`config.mk`:
```
export PLATFORM = sky130hd
export DESIGN_NAME = hazard_unit
export DESIGN_NICKNAME = d
export VERILOG_FILES = /design/src/rtl/hazard_pkg.sv /design/src/rtl/hazard_slot_reg.sv /design/src/rtl/hazard_unit.sv
export SDC_FILE = /design/constraint.sdc
export NUM_CORES = 1
export LEC_CHECK = 0
export CAP_MARGIN = 20
export CORE_AREA = 2 2 52 54
export CTS_CLUSTER_DIAMETER = 80
export DETAILED_ROUTE_END_ITERATION = 10
export DIE_AREA = 0 0 54 56
export GPL_TIMING_DRIVEN = 0
export PLACE_DENSITY_LB_ADDON = 0.2
export SLEW_MARGIN = 10
export SYNTH_ARGS = -nofsm -noshare
export SYNTH_HDL_FRONTEND = slang
export SYNTH_HIERARCHICAL = 1
export SYNTH_SLANG_ARGS = --single-unit
```
`constraint.sdc`:
```
create_clock -name i_clk -period 1.6 [get_ports i_clk]
set_input_delay 0.16 -clock i_clk [delete_from_list [all_inputs] [get_ports i_clk]]
set_output_delay 0.16 -clock i_clk [all_outputs]
set_load 0.02 [all_outputs]
```
`src/rtl/hazard_pkg.sv`:
```
// ---------------------------------------------------------------------------
// hazard_pkg
// Shared definitions for the hazard unit: the hazard_optype encoding coming
// out of decode, the operand-forwarding select encoding driven into ID, the
// shadow-slot record {rd, optype, ls} and two small helpers used to look up
// a slot and pick a forwarding source.
// ---------------------------------------------------------------------------
package hazard_pkg;

  localparam int HZ_REG_AW = 5;
  localparam int HZ_OPT_W  = 2;

  typedef enum logic [HZ_OPT_W-1:0] {
    OPT_NONE  = 2'b00,
    OPT_ALU   = 2'b01,
    OPT_LOAD  = 2'b10,
    OPT_STORE = 2'b11
  } optype_e;

  typedef enum logic [1:0] {
    FWD_RF      = 2'd0,
    FWD_EXE_ALU = 2'd1,
    FWD_MEM_ALU = 2'd2,
    FWD_MEM_LD  = 2'd3
  } fwd_sel_e;

  // ls marks a store whose data must be taken from the load data in WB once
  // that store reaches MEM.
  typedef struct packed {
    logic [HZ_REG_AW-1:0] rd;
    optype_e              optype;
    logic                 ls;
  } slot_t;

  // A slot supplies a source register only if it will really write it back.
  // Stores carry no destination, and x0 is never a dependency.
  function automatic logic slot_hit(slot_t s, logic [HZ_REG_AW-1:0] rs,
                                    logic rs_used);
    return rs_used && (rs != '0) && (s.rd == rs) &&
           ((s.optype == OPT_ALU) || (s.optype == OPT_LOAD));
  endfunction

  // EXE holds the youngest producer, so it shadows MEM. A load still in EXE
  // has no data yet, which leaves the select at the regfile; that case is
  // covered by the stall or by the store-data path instead.
  function automatic fwd_sel_e fwd_pick(logic exe_hit, optype_e exe_op,
                                        logic mem_hit, optype_e mem_op);
    if (exe_hit) begin
      return (exe_op == OPT_ALU) ? FWD_EXE_ALU : FWD_RF;
    end
    if (mem_hit) begin
      return (mem_op == OPT_ALU) ? FWD_MEM_ALU : FWD_MEM_LD;
    end
    return FWD_RF;
  endfunction

endpackage

```
`src/rtl/hazard_slot_reg.sv`:
```
// ---------------------------------------------------------------------------
// hazard_slot_reg
// One shadow pipeline slot {rd, optype, ls}.
//   i_clk     core clock
//   i_rst_n   synchronous active-low clear
//   i_bubble  load an empty entry instead of the incoming one
//   i_rd, i_optype, i_ls   incoming entry
//   o_rd, o_optype, o_ls   registered entry
// ---------------------------------------------------------------------------
module hazard_slot_reg
  import hazard_pkg::*;
(
  input  logic                 i_clk,
  input  logic                 i_rst_n,
  input  logic                 i_bubble,
  input  logic [HZ_REG_AW-1:0] i_rd,
  input  logic [HZ_OPT_W-1:0]  i_optype,
  input  logic                 i_ls,
  output logic [HZ_REG_AW-1:0] o_rd,
  output logic [HZ_OPT_W-1:0]  o_optype,
  output logic                 o_ls
);

  slot_t r_slot;

  // Writes to x0 are discarded by the core, so such an entry is stored as
  // non-writing to keep it from ever matching a source register.
  always_ff @(posedge i_clk) begin
    if (!i_rst_n || i_bubble) begin
      r_slot <= '{rd: '0, optype: OPT_NONE, ls: 1'b0};
    end else begin
      r_slot.rd     <= i_rd;
      r_slot.optype <= (i_rd == '0) ? OPT_NONE : optype_e'(i_optype);
      r_slot.ls     <= i_ls;
    end
  end

  assign o_rd     = r_slot.rd;
  assign o_optype = r_slot.optype;
  assign o_ls     = r_slot.ls;

endmodule

```
`src/rtl/hazard_unit.sv`:
```
// ---------------------------------------------------------------------------
// hazard_unit
// Stall, flush and operand-forwarding control for a 5-stage core whose
// branches resolve in ID. Tracks destination/optype of the instructions in
// EXE, MEM and WB in a private shadow pipeline.
//   i_clk, i_rst               clock, synchronous active-low reset
//   i_rs1_ID/i_rs2_ID/i_rd_ID  ID register addresses
//   i_rs1use_ID/i_rs2use_ID    ID instruction reads rs1/rs2
//   i_hazard_optype_ID         00 none, 01 ALU, 10 load, 11 store
//   i_Branch_ID                taken branch/jump decided in ID
//   o_forward_ctrl_A/B         ID operand select (0 RF, 1 EXE ALU,
//                              2 MEM ALU, 3 MEM load data)
//   o_forward_ctrl_ls          store in MEM takes WB load data
//   o_PC_EN_IF, o_reg_FD_EN    PC and IF/ID enables
//   o_reg_FD_flush             IF/ID flush (taken branch)
//   o_reg_DE_flush             ID/EXE bubble (load-use stall)
// ---------------------------------------------------------------------------
module hazard_unit
  import hazard_pkg::*;
#(
  parameter int REG_AW = HZ_REG_AW,
  parameter int OPT_W  = HZ_OPT_W
) (
  input  logic              i_clk,
  input  logic              i_rst,
  input  logic [REG_AW-1:0] i_rs1_ID,
  input  logic [REG_AW-1:0] i_rs2_ID,
  input  logic [REG_AW-1:0] i_rd_ID,
  input  logic              i_rs1use_ID,
  input  logic              i_rs2use_ID,
  input  logic [OPT_W-1:0]  i_hazard_optype_ID,
  input  logic              i_Branch_ID,
  output logic [1:0]        o_forward_ctrl_A,
  output logic [1:0]        o_forward_ctrl_B,
  output logic              o_forward_ctrl_ls,
  output logic              o_PC_EN_IF,
  output logic              o_reg_FD_EN,
  output logic              o_reg_FD_flush,
  output logic              o_reg_DE_flush
);

  logic [REG_AW-1:0] w_exe_rd, w_mem_rd, w_wb_rd;
  logic [OPT_W-1:0]  w_exe_op, w_mem_op, w_wb_op;
  logic              w_exe_ls, w_mem_ls, w_wb_ls;
  slot_t             w_exe, w_mem;
  optype_e           w_id_op;

  logic     w_a_exe_hit, w_a_mem_hit, w_b_exe_hit, w_b_mem_hit;
  logic     w_a_load_use, w_b_load_use, w_store_bypass, w_stall;
  fwd_sel_e w_fwd_a, w_fwd_b;

  // EXE is the only slot that can receive a bubble; MEM and WB always advance.
  hazard_slot_reg u_slot_exe (
    .i_clk    (i_clk),
    .i_rst_n  (i_rst),
    .i_bubble (w_stall),
    .i_rd     (i_rd_ID),
    .i_optype (i_hazard_optype_ID),
    .i_ls     (w_store_bypass),
    .o_rd     (w_exe_rd),
    .o_optype (w_exe_op),
    .o_ls     (w_exe_ls)
  );

  hazard_slot_reg u_slot_mem (
    .i_clk    (i_clk),
    .i_rst_n  (i_rst),
    .i_bubble (1'b0),
    .i_rd     (w_exe_rd),
    .i_optype (w_exe_op),
    .i_ls     (w_exe_ls),
    .o_rd     (w_mem_rd),
    .o_optype (w_mem_op),
    .o_ls     (w_mem_ls)
  );

  hazard_slot_reg u_slot_wb (
    .i_clk    (i_clk),
    .i_rst_n  (i_rst),
    .i_bubble (1'b0),
    .i_rd     (w_mem_rd),
    .i_optype (w_mem_op),
    .i_ls     (w_mem_ls),
    .o_rd     (w_wb_rd),
    .o_optype (w_wb_op),
    .o_ls     (w_wb_ls)
  );

  // WB is tracked to mirror the core's depth but never forwarded from: the
  // regfile writes in the first half-cycle, so ID already reads fresh data.
  logic w_wb_unused;
  assign w_wb_unused = ^{w_wb_rd, w_wb_op, w_wb_ls};

  assign w_exe   = '{rd: w_exe_rd, optype: optype_e'(w_exe_op), ls: w_exe_ls};
  assign w_mem   = '{rd: w_mem_rd, optype: optype_e'(w_mem_op), ls: w_mem_ls};
  assign w_id_op = optype_e'(i_hazard_optype_ID);

  assign w_a_exe_hit = slot_hit(w_exe, i_rs1_ID, i_rs1use_ID);
  assign w_a_mem_hit = slot_hit(w_mem, i_rs1_ID, i_rs1use_ID);
  assign w_b_exe_hit = slot_hit(w_exe, i_rs2_ID, i_rs2use_ID);
  assign w_b_mem_hit = slot_hit(w_mem, i_rs2_ID, i_rs2use_ID);

  assign w_fwd_a = fwd_pick(w_a_exe_hit, w_exe.optype, w_a_mem_hit, w_mem.optype);
  assign w_fwd_b = fwd_pick(w_b_exe_hit, w_exe.optype, w_b_mem_hit, w_mem.optype);

  assign w_a_load_use = w_a_exe_hit && (w_exe.optype == OPT_LOAD);
  assign w_b_load_use = w_b_exe_hit && (w_exe.optype == OPT_LOAD);

  // A store only needs the loaded value as write data, which is not used
  // until MEM. By then the load sits in WB, so the data is patched in there
  // rather than stalling. This only helps when rs1 (the address) is not
  // itself waiting on the load.
  assign w_store_bypass = (w_id_op == OPT_STORE) && w_b_load_use && !w_a_load_use;

  // Gating with reset makes a stall that was pending when reset arrived
  // vanish immediately instead of inserting a bubble.
  assign w_stall = i_rst && (w_a_load_use || (w_b_load_use && !w_store_bypass));

  // A stall holds the ID instruction, so a branch decision made from its
  // stale operands must not flush IF/ID; it is honoured on the retry.
  always_comb begin
    o_forward_ctrl_A  = FWD_RF;
    o_forward_ctrl_B  = FWD_RF;
    o_forward_ctrl_ls = 1'b0;
    o_PC_EN_IF        = 1'b1;
    o_reg_FD_EN       = 1'b1;
    o_reg_FD_flush    = 1'b0;
    o_reg_DE_flush    = 1'b0;
    if (i_rst) begin
      o_forward_ctrl_A  = w_fwd_a;
      o_forward_ctrl_B  = w_fwd_b;
      o_forward_ctrl_ls = w_mem.ls;
      if (w_stall) begin
        o_PC_EN_IF     = 1'b0;
        o_reg_FD_EN    = 1'b0;
        o_reg_DE_flush = 1'b1;
      end else begin
        o_reg_FD_flush = i_Branch_ID;
      end
    end
  end

endmodule

```
==> key figures <==
Run status
  • Status: finished, violations left
  • Failing checks: setup timing

Finish
  • Multi-input gate area: a little under 800 sq um
  • Filler instances: between 150 and 200
  • Storage element area: 339 sq um
  • Final core occ: 66.0%
  • Most common cell after layout, fill and taps aside: buf_4
  • Layout cells sized above 1: 52.4%
  • Most frequent cells in the layout: buf_4 (17), xnor2_1 (11), clkdlybuf4s50_1 (11)
  • Ant diodes: 0
  • Syn-to-layout area delta: 63.8%
  • Layout net count: 170

Worst hold path
  • Hold depth: 1
  • WHS Endpoint: u_slot_mem/o_ls
  • Hold_sp: u_slot_exe/o_ls
  • Worst min-delay path class: reg -> reg

Timing
  • RSZ-0062 raised after global routing: yes
  • Max Clk Rate: approximately 0.5 GHz
  • Minimum clock period after layout: ~2.0 ns
  • Setup TNS: -3.94 ns
  • Slew Viols, Final: 0
  • Setup Skew: 0.00184 ns
  • Final worst setup slack: -0.403 ns
  • Hold Fails Final Rpt: 0
  • Final-report setup violation count: 16
  • Final Cycle Share: 125%
  • Worst-case hold slack: around 0.44 ns

Global route
  • GR Util All Layers: between 15 and 20%
  • Largest net degree at the start of global routing: 9
  • First-pass GRT wire length: between 3000 and 4000 um
  • Initial antenna violation count: 0
  • Grt total ovfl: 0
  • Vias in the first global route: 888

Floorplanning
  • Die Footprint: about 0.003 sq mm
  • Initial core utilization: ~40%
  • I/O pin count: 31
  • DIE HEIGHT: 56 um
  • Row count: 18
  • Die extent in x: approximately 54 um
  • Core footprint: 0.00243 sq mm

Place
  • Post-DP HPWL: around 1800 um
  • IO buf count: 30
  • GP Congestion: about 0.77

Clocking
  • Max Root-Sink Buffers: 2
  • Worst-Skew Late Latency: approximately 0.27 ns
  • CTS buffer count: 3
  • Root buffer cell: clkbuf_4
  • CTS clk-pin slew, worst paths: ~0.08 ns
  • CTS Hold Bufs: 0
  • Clock sinks: 16
  • H-tree depth: 1
  • CTS tree: done

Setup path
  • Startpoint types: flop
  • Critical Path Sink Type: primary output
  • Critical setup path kind: reg -> out
  • R2r setup slk: -0.17 ns
  • R2R depth: 9
  • Arrival time at the worst endpoint: approximately 1.8 ns
  • RR Startpoint: u_slot_exe/o_rd[4]
  • Crit path max fanout: 3
  • RR Endpoint: u_slot_exe/o_rd[0]
  • Worst path required time: ~1.4 ns

Yosys
  • Yosys warnings: 6
  • Mapped Cells: 94
  • Post-synthesis cell type count: 29
  • Syn avg cell area: 10.4 sq um
  • Sequential area share after synthesis: about a third
  • Synthesized area: around 980 sq um
  • Yosys reg bits: 16
  • Post-synthesis net count: around 120

Power
  • Pwr dens: roughly 530 mW/mm^2
  • Seq pwr share: just over 50%
  • Internal power: roughly 630 uW
  • Switching part of the total: a little over a quarter
  • Clk pwr share: 22.6%
  • Peak VDD IR: just over 0.0005 V
  • Leak: about 0.64 nW
  • Combinational fraction of design power: ~27%
  • Sw power: around 220 uW

Detailed routing
  • Number of detailed-route iterations in the first pass: 4
  • DR WL/cell: around 15 um
  • Post-Route WL: 2520 um
  • Vias/cell: roughly 5
  • Routed Antenna Nets: 0
  • 1st-iter DRT viols: 10
  • Vias: about 860
  • Number of remaining DRC errors: 0
  • DRT met1 WL: 1030 um
  • DR WL met3: between 100 and 150 um
  • Met2 Routed Length: roughly 1400 um
  • Top Layer Used: met4

Flow run
  • Max-Cap Viols: 0
==> worst max-delay path: stages, from the launching register on <==
cell,delay [ns]
dfxtp_4,0.37
xnor2_2,0.15
nand4_1,0.17
nor4_4,0.28
buf_4,0.17
mux2_4,0.30
buf_6,0.13
==> state kept, by name (all words and copies together) (netlist names) <==
signal and count:
u_slot_exe/o_rd 5, u_slot_mem/o_ls 1, u_slot_exe/o_optype 2, u_slot_exe/o_ls 1, u_slot_mem/o_rd 5, u_slot_mem/o_optype 2
==> power groups by stage <==
| stage | clock network (mW) | registers (mW) | logic [mW] |
|---|---|---|---|
| floorplan | 0 | 0.435 | 0.102 |
| global placement | 0 | 0.439 | 0.186 |
| CTS | 0.200 | 0.429 | 0.223 |
| global route | 0.232 | 0.432 | 0.249 |
| finish | 0.193 | 0.430 | 0.232 |
| detailed placement | 0 | 0.440 | 0.192 |
==> layout make-up <==
cell class | instances | area share, %
multi-input combinational | 74 | 48.7
timing repair buffer | 46 | 25.3
sequential | 16 | 21.1
tap | 30 | 2.34
clock buffer | 3 | 1.40
inverter | 3 | 0.701
buffer | 1 | 0.467
==> how the worst max path moves through the flow <==
stage | startpoint | endpoint | slack, ns | cells past startpoint
after global placement | i_rs1_ID[1] | o_reg_FD_EN | -1.04 | 7
after detailed placement | i_rs1_ID[2] | o_reg_FD_EN | -1.06 | 7
after CTS | u_slot_exe/o_rd[1] | o_forward_ctrl_A[0] | -0.38 | 6
final | u_slot_exe/o_rd[4] | o_forward_ctrl_A[0] | -0.40 | 6
after floorplan | i_rs1_ID[1] | o_reg_FD_EN | -0.20 | 5
after global routing | u_slot_exe/o_rd[4] | o_forward_ctrl_A[0] | -0.51 | 6
==> layer usage <==
metal / GRT usage [%] / up-vias
met5: 0 / -
met4: 7.50 / 0
met3: 2.42 / 4
met2: 32.6 / 25
met1: 20.7 / 399
li1: - / 434
==> timing repair <==
| item | 4_1_cts | 5_1_grt |
|---|---|---|
| pin swaps | 21 | 12 |
| setup endpoints to repair | 17 | 16 |
| setup buffers | 16 | 1 |
| endpoints found under the hold margin | 0 | 0 |
| gates resized for setup | 102 | 10 |
==> synth_stat cells <==
master	n	area, sq um
conb_1	1	3.75
nor4_1	3	18.8
buf_4	1	7.51
inv_1	3	11.3
o211a_1	1	10.0
o21ai_4	2	32.5
o211ai_1	1	7.51
a221oi_2	1	15.0
mux2_4	1	15.0
nand2_1	3	11.3
o311a_1	4	40.0
dfxtp_1	16	320
ha_1	3	37.5
nor3b_2	1	12.5
nand4_1	4	25.0
or4_4	2	22.5
or3_4	2	22.5
nor2b_1	3	18.8
and2_2	2	15.0
nor4_4	1	21.3
nor4_2	2	25.0
mux2_1	1	11.3
and2_1	12	75.1
xor2_1	2	17.5
nand3_1	1	5.00
xnor2_1	18	158
a211o_1	1	8.76
a21boi_0	1	7.51
nor3_1	1	5.00
==> metrics by stage <==
| stage | cell area [sq um] | std cells | power, mW | worst slack [ns] |
|---|---|---|---|---|
| after floorplan | 1020 | 94 | 0.537 | -0.196 |
| after global placement | 1360 | 154 | 0.626 | -1.04 |
| after detailed placement | 1360 | 154 | 0.632 | -1.06 |
| after CTS | 1570 | 173 | 0.852 | -0.383 |
| after global routing | 1610 | 173 | 0.914 | -0.510 |
| final | 1610 | 173 | 0.855 | -0.403 |
==> kinds of logic (layout without fill, tap and decap cells) <==
group / count (synthesis) / count (layout) / synth area share, %
mux: 2 / 2 / 2.68
fa+ha+maj: 3 / 3 / 3.83
simple gates: 37 / 37 / 28.3
other cells: 1 / 1 / 0.382
xor+xnor: 20 / 20 / 17.9
buf+inv: 4 / 53 / 1.91
flops: 16 / 16 / 32.7
compound gates: 11 / 11 / 12.4
(Power assumes the default switching activity.)
